[src/rtl/mem_arbiter_if.sv]
// Cache-pair / RAM port bundle for mem_arbiter.
// master: arbiter side; slave: requesters plus RAM.
interface mem_arbiter_if #(
    parameter int ADDR_W = 32,
    parameter int DATA_W = 32
);
    logic              ireq;
    logic [ADDR_W-1:0] iaddr;
    logic              dren;
    logic              dwen;
    logic [ADDR_W-1:0] daddr;
    logic [DATA_W-1:0] dstore;
    logic              ihit;
    logic [DATA_W-1:0] iload;
    logic              dhit;
    logic [DATA_W-1:0] dload;
    logic              ram_ren;
    logic              ram_wen;
    logic [ADDR_W-1:0] ram_addr;
    logic [DATA_W-1:0] ram_store;
    logic [DATA_W-1:0] ram_load;
    logic              ram_ready;
    logic              arb_err;

    modport master (
        input  ireq, iaddr, dren, dwen, daddr, dstore, ram_load, ram_ready,
        output ihit, iload, dhit, dload, ram_ren, ram_wen, ram_addr, ram_store, arb_err
    );

    modport slave (
        output ireq, iaddr, dren, dwen, daddr, dstore, ram_load, ram_ready,
        input  ihit, iload, dhit, dload, ram_ren, ram_wen, ram_addr, ram_store, arb_err
    );
endinterface

[src/rtl/mem_arbiter.sv]
// Shares one RAM port between I-fetch and D load/store; D has priority (MEM_ARB_FAIR_EN: alternate).
// Latency: hit 2 cycles after request plus one per RAM wait cycle; timeout aborts without a hit.
// Backpressure: requests are held until their hit; one access in flight, latched values rule.
module mem_arbiter #(
    parameter int ADDR_W  = 32,
    parameter int DATA_W  = 32,
    parameter int TIMEOUT = 255
) (
    input  logic          CLK,
    input  logic          RST,
    mem_arbiter_if.master bus
);
    typedef enum logic [1:0] {IDLE = 2'd0, BUSY = 2'd1, DONE = 2'd2} state_t;

    localparam logic [7:0] TMO_LAST = 8'(TIMEOUT - 1);

    state_t     state;
    state_t     state_nxt;
    logic       own;        // 1: D side owns the current access
    logic       op_wr;
    logic [7:0] tmo_cnt;
    logic       d_req;
    logic       i_req;
    logic       grant;
    logic       grant_d;
    logic       ram_done;
    logic       tmo_hit;

    assign d_req = bus.dren | bus.dwen;
    assign i_req = bus.ireq;

`ifdef MEM_ARB_FAIR_EN
    logic last_own;

    always_ff @(posedge CLK or posedge RST) begin
        if (RST)
            last_own <= 1'b0;
        else if (state == DONE)
            last_own <= own;
    end

    // Under contention the side that did not own the previous access wins.
    assign grant_d = d_req & (~i_req | ~last_own);
`else
    assign grant_d = d_req;
`endif

    always_ff @(posedge CLK or posedge RST) begin
        if (RST)
            state <= IDLE;
        else
            state <= state_nxt;
    end

    always_comb begin
        state_nxt = state;
        case (state)
            IDLE:    if (grant) state_nxt = BUSY;
            BUSY: begin
                if (ram_done)
                    state_nxt = DONE;
                else if (tmo_hit)
                    state_nxt = IDLE;
            end
            DONE:    state_nxt = IDLE;
            default: state_nxt = IDLE;
        endcase
    end

    always_comb begin
        grant    = 1'b0;
        ram_done = 1'b0;
        tmo_hit  = 1'b0;
        case (state)
            IDLE: grant = d_req | i_req;
            BUSY: begin
                ram_done = bus.ram_ready;
                tmo_hit  = ~bus.ram_ready && (tmo_cnt == TMO_LAST);
            end
            default: ;
        endcase
    end

    always_ff @(posedge CLK or posedge RST) begin
        if (RST) begin
            own           <= 1'b0;
            op_wr         <= 1'b0;
            tmo_cnt       <= '0;
            bus.ihit      <= 1'b0;
            bus.dhit      <= 1'b0;
            bus.iload     <= '0;
            bus.dload     <= '0;
            bus.ram_ren   <= 1'b0;
            bus.ram_wen   <= 1'b0;
            bus.ram_addr  <= '0;
            bus.ram_store <= '0;
            bus.arb_err   <= 1'b0;
        end else begin
            bus.ihit <= 1'b0;
            bus.dhit <= 1'b0;
            if (grant) begin
                // dren&dwen together resolves to a write
                own           <= grant_d;
                op_wr         <= grant_d & bus.dwen;
                bus.ram_addr  <= grant_d ? bus.daddr : bus.iaddr;
                bus.ram_store <= grant_d ? bus.dstore : '0;
                bus.ram_ren   <= ~(grant_d & bus.dwen);
                bus.ram_wen   <= grant_d & bus.dwen;
                tmo_cnt       <= '0;
            end
            if (ram_done) begin
                bus.ram_ren <= 1'b0;
                bus.ram_wen <= 1'b0;
                if (own) begin
                    bus.dhit  <= 1'b1;
                    bus.dload <= op_wr ? '0 : bus.ram_load;
                end else begin
                    bus.ihit  <= 1'b1;
                    bus.iload <= bus.ram_load;
                end
            end else if (tmo_hit) begin
                bus.ram_ren <= 1'b0;
                bus.ram_wen <= 1'b0;
                bus.arb_err <= 1'b1;
            end else if (state == BUSY) begin
                tmo_cnt <= tmo_cnt + 8'd1;
            end
        end
    end

    a_no_rw_both: assert property (@(posedge CLK) disable iff (RST) !(bus.dren && bus.dwen));
    a_strobe_excl: assert property (@(posedge CLK) disable iff (RST) !(bus.ram_ren && bus.ram_wen));
    a_hit_excl: assert property (@(posedge CLK) disable iff (RST) !(bus.ihit && bus.dhit));
endmodule

[src/flat_wrapper.sv]
// flat-port wrapper written by rule: the top's interface ports become plain ports
module mem_arbiter_flat 
#(
    parameter int ADDR_W  = 32,
    parameter int DATA_W  = 32,
    parameter int TIMEOUT = 255
)
  (CLK, RST, bus_ireq, bus_iaddr, bus_dren, bus_dwen, bus_daddr, bus_dstore, bus_ram_load, bus_ram_ready, bus_ihit, bus_iload, bus_dhit, bus_dload, bus_ram_ren, bus_ram_wen, bus_ram_addr, bus_ram_store, bus_arb_err);
  mem_arbiter_if #(.ADDR_W(ADDR_W), .DATA_W(DATA_W)) bus_i ();
  input  logic CLK;
  input  logic RST;
  input wire logic [$bits(bus_i.ireq)-1:0] bus_ireq;
  input wire logic [$bits(bus_i.iaddr)-1:0] bus_iaddr;
  input wire logic [$bits(bus_i.dren)-1:0] bus_dren;
  input wire logic [$bits(bus_i.dwen)-1:0] bus_dwen;
  input wire logic [$bits(bus_i.daddr)-1:0] bus_daddr;
  input wire logic [$bits(bus_i.dstore)-1:0] bus_dstore;
  input wire logic [$bits(bus_i.ram_load)-1:0] bus_ram_load;
  input wire logic [$bits(bus_i.ram_ready)-1:0] bus_ram_ready;
  output wire logic [$bits(bus_i.ihit)-1:0] bus_ihit;
  output wire logic [$bits(bus_i.iload)-1:0] bus_iload;
  output wire logic [$bits(bus_i.dhit)-1:0] bus_dhit;
  output wire logic [$bits(bus_i.dload)-1:0] bus_dload;
  output wire logic [$bits(bus_i.ram_ren)-1:0] bus_ram_ren;
  output wire logic [$bits(bus_i.ram_wen)-1:0] bus_ram_wen;
  output wire logic [$bits(bus_i.ram_addr)-1:0] bus_ram_addr;
  output wire logic [$bits(bus_i.ram_store)-1:0] bus_ram_store;
  output wire logic [$bits(bus_i.arb_err)-1:0] bus_arb_err;
  assign bus_i.ireq = bus_ireq;
  assign bus_i.iaddr = bus_iaddr;
  assign bus_i.dren = bus_dren;
  assign bus_i.dwen = bus_dwen;
  assign bus_i.daddr = bus_daddr;
  assign bus_i.dstore = bus_dstore;
  assign bus_i.ram_load = bus_ram_load;
  assign bus_i.ram_ready = bus_ram_ready;
  assign bus_ihit = bus_i.ihit;
  assign bus_iload = bus_i.iload;
  assign bus_dhit = bus_i.dhit;
  assign bus_dload = bus_i.dload;
  assign bus_ram_ren = bus_i.ram_ren;
  assign bus_ram_wen = bus_i.ram_wen;
  assign bus_ram_addr = bus_i.ram_addr;
  assign bus_ram_store = bus_i.ram_store;
  assign bus_arb_err = bus_i.arb_err;
  mem_arbiter #(.ADDR_W(ADDR_W), .DATA_W(DATA_W), .TIMEOUT(TIMEOUT)) u_core (.CLK(CLK), .RST(RST), .bus(bus_i));
endmodule
[config.mk]
export PLATFORM = sky130hd
export DESIGN_NAME = mem_arbiter_flat
export DESIGN_NICKNAME = d
export VERILOG_FILES = /design/src/rtl/mem_arbiter_if.sv /design/src/rtl/mem_arbiter.sv /design/src/flat_wrapper.sv
export SDC_FILE = /design/constraint.sdc
export NUM_CORES = 1
export LEC_CHECK = 0
export CAP_MARGIN = 30
export CORE_ASPECT_RATIO = 1.5
export CORE_UTILIZATION = 35
export CTS_CLUSTER_SIZE = 20
export DETAILED_ROUTE_END_ITERATION = 16
export PLACE_DENSITY = 0.78
export SETUP_SLACK_MARGIN = 0.15
export SYNTH_ARGS = -nofsm -noshare
export SYNTH_HDL_FRONTEND = slang
export SYNTH_SLANG_ARGS = --single-unit
[constraint.sdc]
create_clock -name CLK -period 5.4 [get_ports CLK]
set_input_delay 1.08 -clock CLK [delete_from_list [all_inputs] [get_ports CLK]]
set_output_delay 1.08 -clock CLK [all_outputs]
set_load 0.02 [all_outputs]
# Word-level counts from Yosys, hierarchy flattened
# Index checks and enable logic that the tools add are counted.
# word_totals
reg_bits	145
input_bits	134
output_inout_bits	133
elab_cells	56
# op_classes
add_sub_neg	1
eq_ne	4
n_mux	24
bitwise_logic	7
n_reduce_logical	7
# ops
op	count
$mux 32	3
$mux 8	4
$mux 1	13
$add 8x1->8 const B	1
$eq 8x8->1 const B	1
$reduce_and 2->1	4
$mux 2	3
$not 1->1	4
$pmux 2 s2	1
$ne 3x1->1 const B	1
$reduce_bool 3->1	1
$eq 2x1->1 const B	1
$logic_not 2->1	1
$ne 2x1->1 const B	1
$or 1x1->1	2
$and 1x1->1	1
$logic_and 1x1->1	1

# Logic depth before layout (Yosys ltp)
# depth
word_depth	7
depth_mapped	6

# Worst setup path after synthesis
# OpenSTA, ideal clock, no wires.
# synth_timing
path_type	input to register
startpoint	in bus_ireq
endpoint	reg u_core.bus.ram_addr[0]
setup_time_ps	83
arrival_time_ps	2026
t_required_ps	5317
setup_slack_ps	3291
cell_stages	5
path_buffers	2
path_cell_list	o31ai_2 buf_2 buf_1 nand2_1 o21ai_0
# synth_between
elab_chain_len	2
# synth_rtl
item	line	text
from (decl)	flat_wrapper.sv:12	input wire logic [$bits(bus_i.ireq)-1:0] bus_ireq;
$or 1x1->1	mem_arbiter.sv:75	IDLE: grant = d_req | i_req;
$mux 1	mem_arbiter.sv:74	case (state)
to (signal assigned)	mem_arbiter.sv:105	bus.ram_addr <= grant_d ? bus.daddr : bus.iaddr;
to (decl)	mem_arbiter_if.sv:27	output ihit, iload, dhit, dload, ram_ren, ram_wen, ram_addr, ram_store, arb_err
# No other way between the ends.
# A chain may end at the register's enable or synchronous reset.

# Final worst setup path
# layout_timing
startpoint	in bus_dwen
endpoint	reg u_core.bus.ram_store[28]
# layout_between
elab_chain_len	3
# layout_rtl
item	line	text
from (decl)	flat_wrapper.sv:15	input wire logic [$bits(bus_i.dwen)-1:0] bus_dwen;
$or 1x1->1 *	mem_arbiter.sv:29	assign d_req = bus.dren | bus.dwen;
$or 1x1->1	mem_arbiter.sv:75	
$mux 1	mem_arbiter.sv:74	
to (signal assigned)	mem_arbiter.sv:106	bus.ram_store <= grant_d ? bus.dstore : '0;
to (decl)	mem_arbiter_if.sv:27	
# Mark *: on every way between the ends. The rest lies on a longest branch, timed or not.

==> flow_summary.toml <==
[setup_path]
reg2regPathDepth = 5
crit_cells = 6
arrival_ps = 2990
cp-start-kind = "input pin"
crit_buf_inv = 3
critical_path.max_stage_delay_ps = 660
crit_path_end_kind = "register"
critPathLaunch = "bus_dwen"
reg2reg_from = "u_core.state[0]"
crit_chain = "clkdlybuf4s50_1 -> nor2_4 -> buf_4 -> nor3_4 -> buf_16 -> a22o_1"
crit_family = "buffers and inverters"
r2r_setup_slack_ps = 3420
path_max_fanout = 33
worstPathRequired_ps = 5740
slowest_stage = "clkdlybuf4s50_1"
criticalPathCategory = "input pin to register"

[sta]
hold_violations = 0
worstMarginPinSlew_ps = 1000
fin_setup_tns_ps = 0
relSlewSlack_pct = 33.3
rsz0062_at_grt = "false"
final.min_clock_period_ps = 2650
max_freq_mhz = 377
setup_viol = 0
fin_skew_ps = 7.56
drv_slew = 0
post-route-period-util_pct = 49.1

[place]
gp_congestion = 0.776
dpl.cell_count = 941
io_buffers = 266
hpwl_um = 11200

[synthesis]
ys_warn_count = 0
synth-async-reset-ratio_pct = 100
syn_inst = 492
synthAdderAreaFrac_pct = 0.424
synthXorXnorAreaFrac_pct = 0
synth_edf_count = 0
synthDistinctLibCells = 38
yosysTopAreaCell = "dfrtp_1"
synthMuxAreaShare_pct = 11.9
syn_area_per_cell_um2 = 12.0
ys_seq_area_share_pct = 61.4
yosys-top-cells-area = "dfrtp_1, o21ai_0, mux2i_1"
synth_most_common_cell = "dfrtp_1"
yosysTopAreaCellShare_pct = 61.4
synth-seq-cells = 145
synth_compound_area_share_pct = 12.4
synthesis.area_um2 = 5910
ys_top_cells_by_count = "dfrtp_1, o21ai_0, nand2_1, mux2i_1, a22o_1"
synth_nets = 628
synth_simple_gate_area_share_pct = 10.7
ys.flop_type = "dfrtp_1"
synth_top_family_by_area = "compound AO/OA/AOI/OAI gates"

[die]
core-area_um2 = 16300
ios = 267
die_area_um2 = 17400
start_util_pct = 36.2
row_count = 57
die_w_um = 108
die_h_um = 161

[detailed_routing]
routed_wl_um = 15300
drt_pass1_iterations = 4
postRouteAntennaNets = 0
viasPerCell = 4.78
first_iter_violations = 134
drc_errors = 0
vias = 4647
wire_per_inst_um = 15.8

[clock_tree]
cts-root-buf = "clkbuf_16"
clock_path_buffers = 2
cts_tree = "built"
htree_levels = 4
clk_latency_ps = 400
clkTransAtPathRegs_ps = 60
cts_num_sinks = 145
postCtsSetupBuffers = 0
cts_resized = 0
postCtsHoldBufs = 0
cts_made_buffers = 17

[global_route]
antenna_found_initial = 0
grt_first_pass_wirelength_um = 24600
grt_overflow = 0
grt_usage_pct = 18.3
grt_max_degree = 79
grt_pass1_vias = 4856

[min_path]
hold-path-cell-count = 1
hold_path.class = "register to register"
hp-start = "u_core.bus.arb_err"

[job]
drv_cap = 0

[finish]
drive_gt1_share_pct = 6.78
fin_nets = 890
layout.cells.non_filler = 973
antenna_cells = 0
syn2layout_area_growth_pct = 59.7
fill_cells = 1377
seqCellArea_um2 = 3630
multi_input_area_um2 = 2120

[run_status]
status = "finished, final reports clean"

[power_and_ir_drop]
vdd_ir_drop_max_uv = 289
power.density_nw_per_um2 = 603
leakagePower_nw = 4.04
[report_power, final]
| part | total [mW] | internal, mW | switching [mW] |
|---|---|---|---|
| sequential | 1.90 | 1.58 | 0.312 |
| combinational | 2.60 | 1.30 | 1.30 |
| clock | 1.20 | 0.698 | 0.498 |
| total | 5.69 | 3.58 | 2.11 |
[logic make-up (layout without fill, tap and decap cells)]
kind of cell	count (synthesis)	after routing
AO/OA/AOI/OAI	115	115
flip-flops	145	145
adder cells (fa/ha/maj)	2	2
AND/OR/NAND/NOR	128	128
buffers and inverters	36	311
multiplexers	66	66
[cell type report]
class	count	area share (%)
repair buffers	274	29.7
flip-flops and latches	145	38.4
well taps	206	2.73
multi-input cells	311	22.5
inverters	5	0.252
clock inverters	15	1.86
clock buffers	17	4.51
[through the flow]
step | hold WS, ps | area [um2] | utilization, % | worst slack [ps] | power, mW
2_1_floorplan | 487 | 5910 | - | 425 | 3.19
3_3_place_gp | 446 | 8730 | 53.5 | 2010 | 4.42
3_5_place_dp | 467 | 8840 | 54.1 | 2340 | 4.55
4_1_cts | 483 | 9440 | 57.8 | 2770 | 5.77
5_1_grt | 499 | 9440 | 57.8 | 2650 | 6.02
6_report | 474 | 9440 | 57.8 | 2750 | 5.69
[cell usage in the layout (no fill, tap or decap), types with 2 or more instances in the layout]
| master | count |
|---|---|
| clkdlybuf4s50_1 | 266 |
| dfrtp_1 | 145 |
| o21ai_0 | 70 |
| nand2_1 | 69 |
| mux2i_1 | 34 |
| a22o_1 | 33 |
| nand2b_1 | 32 |
| mux2_1 | 29 |
| clkbuf_16 | 17 |
| inv_6 | 5 |
| nand4_1 | 4 |
| and2_1 | 4 |
| inv_1 | 4 |
| nand3_1 | 4 |
| nor2_1 | 4 |
| mux2_2 | 3 |
| clkinv_4 | 3 |
| inv_8 | 3 |
| buf_16 | 3 |
| buf_4 | 3 |
| o211ai_1 | 2 |
| a21o_1 | 2 |
| ha_1 | 2 |
| bufinv_16 | 2 |
| clkinvlp_4 | 2 |
| buf_12 | 2 |
[state kept, by name, indices dropped and copies added, names as in the netlist, 2 cells and up]
name,count
u_core.bus.iload,32
u_core.tmo_cnt,8
u_core.bus.ram_store,32
u_core.bus.ram_addr,32
u_core.state,2
u_core.bus.dload,32
[routing by layer]
metal  track usage [%]  wire length (um)
met2              32.8              8120
met4              7.85               465
met1              20.1              5830
met3              4.56               920
met5                 0                 0
[worst reg2reg max path: stages, from the launching register on]
cell     delay, ps
dfrtp_1        440
nor2b_2        250
and2_1         170
nor2b_4        390
buf_12         250
mux2_1         360
[path summary, 6_finish.rpt]
check,endpoint
max in group asynchronous,u_core.bus.ram_store[16]
min in group asynchronous,u_core.bus.iload[18]
worst min-delay path,u_core.bus.arb_err
worst min register to register,u_core.bus.arb_err
worst max register to register,u_core.bus.iload[25]
worst max-delay path,u_core.bus.ram_store[28]
(Power assumes the default switching activity.)
